$ cat config.mk
export PLATFORM = sky130hd
export DESIGN_NAME = mult_pipe_accum
export DESIGN_NICKNAME = d
export VERILOG_FILES = /design/src/rtl/mult_pipe_accum.sv
export SDC_FILE = /design/constraint.sdc
export NUM_CORES = 1
export LEC_CHECK = 0
export BUFFER_PORTS_ARGS = -buffer_cell sky130_fd_sc_hd__buf_4
export CORE_AREA = 2 2 63 65
export CTS_BUF_LIST = sky130_fd_sc_hd__clkbuf_2 sky130_fd_sc_hd__clkbuf_4 sky130_fd_sc_hd__clkbuf_8
export CTS_CLUSTER_DIAMETER = 100
export DETAILED_ROUTE_END_ITERATION = 10
export DIE_AREA = 0 0 65 67
export GPL_ROUTABILITY_DRIVEN = 0
export GPL_TIMING_DRIVEN = 0
export PLACE_DENSITY = 0.88
export SETUP_SLACK_MARGIN = 0.15
export SLEW_MARGIN = 25
export SYNTH_ARGS = -nofsm -noshare
export SYNTH_HDL_FRONTEND = slang
export SYNTH_SLANG_ARGS = --single-unit
$ cat constraint.sdc
create_clock -name clk -period 2.5 [get_ports clk]
set_input_delay 0.125 -clock clk [delete_from_list [all_inputs] [get_ports clk]]
set_output_delay 0.125 -clock clk [all_outputs]
set_load 0.02 [all_outputs]
$ cat src/rtl/mult_pipe_accum.sv
// Burst accumulator behind the pipelined multiplier: tag delay line, sticky-overflow sum, valid/ready result.
// Define MULT_PIPE_ACCUM_SAT_EN to clamp the accumulator on overflow instead of wrapping.
module mult_pipe_accum #(
    parameter int PROD_WIDTH  = 4,
    parameter int ACC_WIDTH   = 12,
    parameter int NUM_STAGES  = 2,
    parameter int COUNT_WIDTH = 4
) (
    input  logic                   clk,
    input  logic                   rst_n,
    input  logic                   en,
    input  logic                   in_valid,
    input  logic                   in_last,
    input  logic                   tc,
    input  logic [PROD_WIDTH-1:0]  product,
    input  logic                   out_ready,
    output logic                   out_valid,
    output logic [ACC_WIDTH-1:0]   out_sum,
    output logic [COUNT_WIDTH-1:0] out_count,
    output logic                   out_ovf,
    output logic                   stall
);

    localparam int DEPTH = NUM_STAGES - 1;
    localparam int MSB   = ACC_WIDTH - 1;

    typedef struct packed {
        logic vld;
        logic last;
        logic tc;
    } tag_t;

    typedef enum logic {IDLE, ACCUM} state_t;

    tag_t [DEPTH-1:0] tag_pipe;
    tag_t             tail;

    state_t                 state_q, state_d;
    logic [ACC_WIDTH-1:0]   acc_q, acc_d, acc_next;
    logic [COUNT_WIDTH-1:0] cnt_q, cnt_d, cnt_next;
    logic                   ovf_q, ovf_d;
    logic                   ovf_term;
    logic                   absorb;
    logic                   load_result;
    logic [ACC_WIDTH-1:0]   prod_ext;
    logic [ACC_WIDTH:0]     sum_full;

    // Tags ride alongside the multiplier pipeline so the tail lines up with `product`.
    always_ff @(posedge clk or negedge rst_n) begin
        if (!rst_n) begin
            tag_pipe <= '0;
        end else if (en) begin
            tag_pipe[0] <= {in_valid, in_last, tc};
            for (int i = 1; i < DEPTH; i++)
                tag_pipe[i] <= tag_pipe[i-1];
        end
    end

    assign tail   = tag_pipe[DEPTH-1];
    assign absorb = en & tail.vld;

    assign prod_ext = tail.tc ? ACC_WIDTH'($signed(product)) : ACC_WIDTH'(product);
    assign sum_full = {1'b0, acc_q} + {1'b0, prod_ext};

    always_comb begin
        ovf_term = tail.tc ? ((acc_q[MSB] == prod_ext[MSB]) && (sum_full[MSB] != acc_q[MSB]))
                           : sum_full[ACC_WIDTH];
        acc_next = sum_full[ACC_WIDTH-1:0];
`ifdef MULT_PIPE_ACCUM_SAT_EN
        // Signed overflow only happens with like-signed operands, so acc's sign picks the rail.
        if (ovf_term)
            acc_next = tail.tc ? (acc_q[MSB] ? {1'b1, {(ACC_WIDTH-1){1'b0}}}
                                             : {1'b0, {(ACC_WIDTH-1){1'b1}}})
                               : '1;
`endif
        cnt_next = (&cnt_q) ? cnt_q : cnt_q + COUNT_WIDTH'(1);
    end

    always_ff @(posedge clk or negedge rst_n) begin
        if (!rst_n) begin
            state_q <= IDLE;
            acc_q   <= '0;
            cnt_q   <= '0;
            ovf_q   <= 1'b0;
        end else begin
            state_q <= state_d;
            acc_q   <= acc_d;
            cnt_q   <= cnt_d;
            ovf_q   <= ovf_d;
        end
    end

    always_comb begin
        state_d     = state_q;
        acc_d       = acc_q;
        cnt_d       = cnt_q;
        ovf_d       = ovf_q;
        load_result = 1'b0;
        case (state_q)
            IDLE: begin
                if (absorb && !tail.last) begin
                    state_d = ACCUM;
                    acc_d   = acc_next;
                    cnt_d   = cnt_next;
                    ovf_d   = ovf_term;
                end else if (absorb) begin
                    load_result = 1'b1;
                end
            end
            ACCUM: begin
                if (absorb && tail.last) begin
                    state_d     = IDLE;
                    acc_d       = '0;
                    cnt_d       = '0;
                    ovf_d       = 1'b0;
                    load_result = 1'b1;
                end else if (absorb) begin
                    acc_d = acc_next;
                    cnt_d = cnt_next;
                    ovf_d = ovf_q | ovf_term;
                end
            end
            default: state_d = IDLE;
        endcase
    end

    // A new result may land on the same edge the old one is taken, keeping out_valid high.
    always_ff @(posedge clk or negedge rst_n) begin
        if (!rst_n) begin
            out_valid <= 1'b0;
            out_sum   <= '0;
            out_count <= '0;
            out_ovf   <= 1'b0;
        end else if (load_result) begin
            out_valid <= 1'b1;
            out_sum   <= acc_next;
            out_count <= cnt_next;
            out_ovf   <= ovf_q | ovf_term;
        end else if (out_ready) begin
            out_valid <= 1'b0;
        end
    end

    assign stall = out_valid & ~out_ready;

endmodule

==> flow_summary.ini <==
[cells_and_area]
syn2layout_area_growth_pct = 21.3
antenna_cells = 0
fin_area_sq_um = 2530
nets = 272
fin_cells = 302
nFillCells = 301
layout-drive-gt1-share = 0.240

[setup_path]
critical_path_depth = 9
cp.arrival_ns = 2.40
cp-start-kind = flop
critPathKind = reg -> reg
rrSetupSlack_ns = 0.28
cp_top_family = compound AO/OA/AOI/OAI gates
crit_chain = nand2_4 > inv_2 > ha_4 > a21bo_2 > o22ai_1 > a311oi_2 > buf_4 > xnor2_1 > mux2_2
timing.rr.end = out_sum[11]
critPathBufInv = 2
crit_path_top_delay_cell = dfrtp_2
worstReg2RegStart = tag_pipe[0]
rr_worst_depth = 9
cp.required_ns = 2.68
critPathMaxFanout = 8
max_stage_delay_ns = 0.46
end_kind = flop

[grt]
grt_pass1_wl_mm = 7.62
track_usage = 0.231
grt_max_degree = 40
antenna_found_initial = 0
first_global_vias = 1613
gr-total-overflow = 0

[clock_network]
clock_latency_ns = 0.30
cts_max_path_buffers = 2
clkTransAtPathRegs_ns = 0.07
cts_root_buf = clkbuf_8
cts.sinks = 39
numCtsBuffers = 5
htreeDepth = 2
cts_tree = yes

[hold_path]
whs_path_depth = 2
hold_path_end = tag_pipe[1]
hold_path_class = in -> reg
min_from = in_last

[route]
via_count = 1710
via_per_inst = 5.66
drt_first_pass_iters = 4
wire_per_inst_microns = 14.6
routed_wl_mm = 4.40
drt_iter0_drc = 104
ant_nets = 0
drc = 0

[yosys]
yosysSeqAreaShare = 0.467
syn_area_sq_um = 2090
syn_nets = 234
synth_edf_count = 0
syn_avg_cell_area_sq_um = 9.71
synth_ff_type = dfrtp_1
synth_cells = 215
yosys_warnings = 0
ys_types = 43
ys_ff_latch = 39
async_reset_ff_frac = 1.00

[floorplan]
die_area_sq_um = 4360
io_pins = 30
die_h_microns = 67
start_util = 0.579
die_x_microns = 65
design.core.area_sq_um = 3610
rows = 22

[placement]
dpl_cell_area_sq_um = 2370
hpwl_mm = 3.06
dp.cells = 292
portBuffers = 29

[sta]
fmax_mhz = 450
min_period_ns = 2.22
finalHoldViolCount = 0
rsz0062_at_grt = no
max-slew-margin-rel = 0.635
final.period_utilization = 0.889
finalSetupViolations = 0
worst_slew_pin_slew_ns = 0.543
finalMaxSlewViolations = 0
skew_ns = 0.00800
fin_setup_tns_ns = 0

[outcome]
status = finished, final reports clean

[pwr]
p_per_area_nw_per_um2 = 1150
cellLeakagePower_nw = 1.18
irDropWorstVdd_uv = 689

[job]
drv_cap = 0
state kept, by name, indices dropped and copies added, names as in the netlist, named ones only:
signal / cells
acc_q: 12
out_sum: 12
cnt_q: 4
out_count: 4
tag_pipe: 3
out_ovf: 1
out_valid: 1
ovf_q: 1
where the power goes:
| group | internal [mW] | leakage (nW) | switching (mW) |
|---|---|---|---|
| clock network | 0.323 | 0.0612 | 0.219 |
| logic | 0.588 | 0.618 | 0.740 |
| registers | 0.869 | 0.498 | 0.174 |
Yosys cell counts (all sizes together) (2+ instances only):
| library cell | n | area [sq um] |
|---|---|---|
| nand3 | 7 | 35.0 |
| a21oi | 10 | 50.1 |
| inv | 7 | 26.3 |
| xnor2 | 6 | 52.6 |
| clkbuf | 6 | 22.5 |
| o31ai | 2 | 15.0 |
| ha | 7 | 87.6 |
| nor2 | 11 | 41.3 |
| and3 | 2 | 12.5 |
| nand2b | 4 | 25.0 |
| xor2 | 5 | 43.8 |
| a22o | 3 | 26.3 |
| a31oi | 5 | 31.3 |
| nor4 | 2 | 12.5 |
| o21ai | 29 | 145 |
| mux2 | 7 | 78.8 |
| nor3 | 4 | 31.3 |
| a21o | 5 | 37.5 |
| buf | 3 | 21.3 |
| nand2 | 30 | 113 |
| mux2i | 3 | 30.0 |
| dfrtp | 39 | 976 |
| or3 | 2 | 12.5 |
worst max-delay path by stage:
stage           startpoint          end  slack [ns]
4_1_cts           acc_q[0]        ovf_q        0.17
5_1_grt           acc_q[2]     acc_q[7]        0.17
3_3_place_gp   tag_pipe[0]      out_ovf        0.13
6_report       tag_pipe[0]  out_sum[11]        0.28
2_1_floorplan  tag_pipe[0]      out_ovf        0.39
3_5_place_dp   tag_pipe[0]      out_ovf        0.09
cell families after synthesis:
family,after synthesis,share of synthesized area
AO/OA/AOI/OAI,65,0.200
XOR/XNOR,11,0.0461
adder cells (fa/ha/maj),8,0.0515
buffers and inverters,16,0.0335
flip-flops,39,0.467
multiplexers,10,0.0521
AND/OR/NAND/NOR,66,0.149
repair_timing:
| action | 4_1_cts | 5_1_grt |
|---|---|---|
| resized for setup | 2 | 6 |
| hold buffers | 1 | 0 |
| buffers inserted | 1 | 0 |
| setup endpoints to repair | 3 | 9 |
| pin swaps | 1 | 1 |
| endpoints found under the hold margin | 39 | 0 |
worst reg2reg max path: stages (launching register included):
cell and delay, ns:
dfrtp_2 0.46, nand2_4 0.12, inv_2 0.10, ha_4 0.31, a21bo_2 0.22, o22ai_1 0.19
a311oi_2 0.15, buf_4 0.17, xnor2_1 0.13, mux2_2 0.26
final cells by class:
type | instances | area (sq um) | area share
Multi-Input combinational cell | 160 | 1070 | 0.424
Timing Repair Buffer | 31 | 235 | 0.0928
Buffer | 9 | 43.8 | 0.0173
Inverter | 7 | 26.3 | 0.0104
Clock buffer | 6 | 82.6 | 0.0326
Sequential cell | 39 | 977 | 0.386
Tap cell | 48 | 60.1 | 0.0237
Clock inverter | 2 | 35.0 | 0.0138
through the flow:
stage / hold slack, ns / total power [mW] / util / setup slack, ns
after floorplan: -0.171 / 1.92 / - / 0.394
after global placement: 0.121 / 2.28 / 0.656 / 0.132
after detailed placement: 0.127 / 2.33 / 0.656 / 0.0922
after CTS: 0.0580 / 2.88 / 0.696 / 0.170
after global routing: 0.0565 / 3.12 / 0.703 / 0.170
final: 0.0606 / 2.91 / 0.703 / 0.278
placed cells by master, fill, tap and decap left out, types with 2 or more instances in the layout:
| cell | n |
|---|---|
| dfrtp_1 | 38 |
| ha_1 | 6 |
| buf_4 | 30 |
| inv_1 | 6 |
| o31ai_1 | 2 |
| a21o_1 | 5 |
| nor3_1 | 3 |
| and3_1 | 2 |
| or3_1 | 2 |
| nand2_1 | 29 |
| clkbuf_1 | 6 |
| mux2i_1 | 3 |
| nand2b_1 | 4 |
| buf_2 | 2 |
| o21ai_1 | 3 |
| nand3_1 | 7 |
| nor4_1 | 2 |
| xor2_1 | 5 |
| mux2_2 | 7 |
| a31oi_1 | 5 |
| nor2_1 | 11 |
| a22o_1 | 3 |
| xnor2_1 | 6 |
| clkbuf_8 | 6 |
| a21oi_1 | 9 |
| o21ai_0 | 25 |
metal layers:
metal	track usage	vias up	share of wire
li1	-	842	-
met4	0.117	0	0.014
met3	0.0422	8	0.061
met2	0.363	56	0.50
met5	0	-	0
met1	0.306	804	0.42
(Power assumes the default switching activity.)
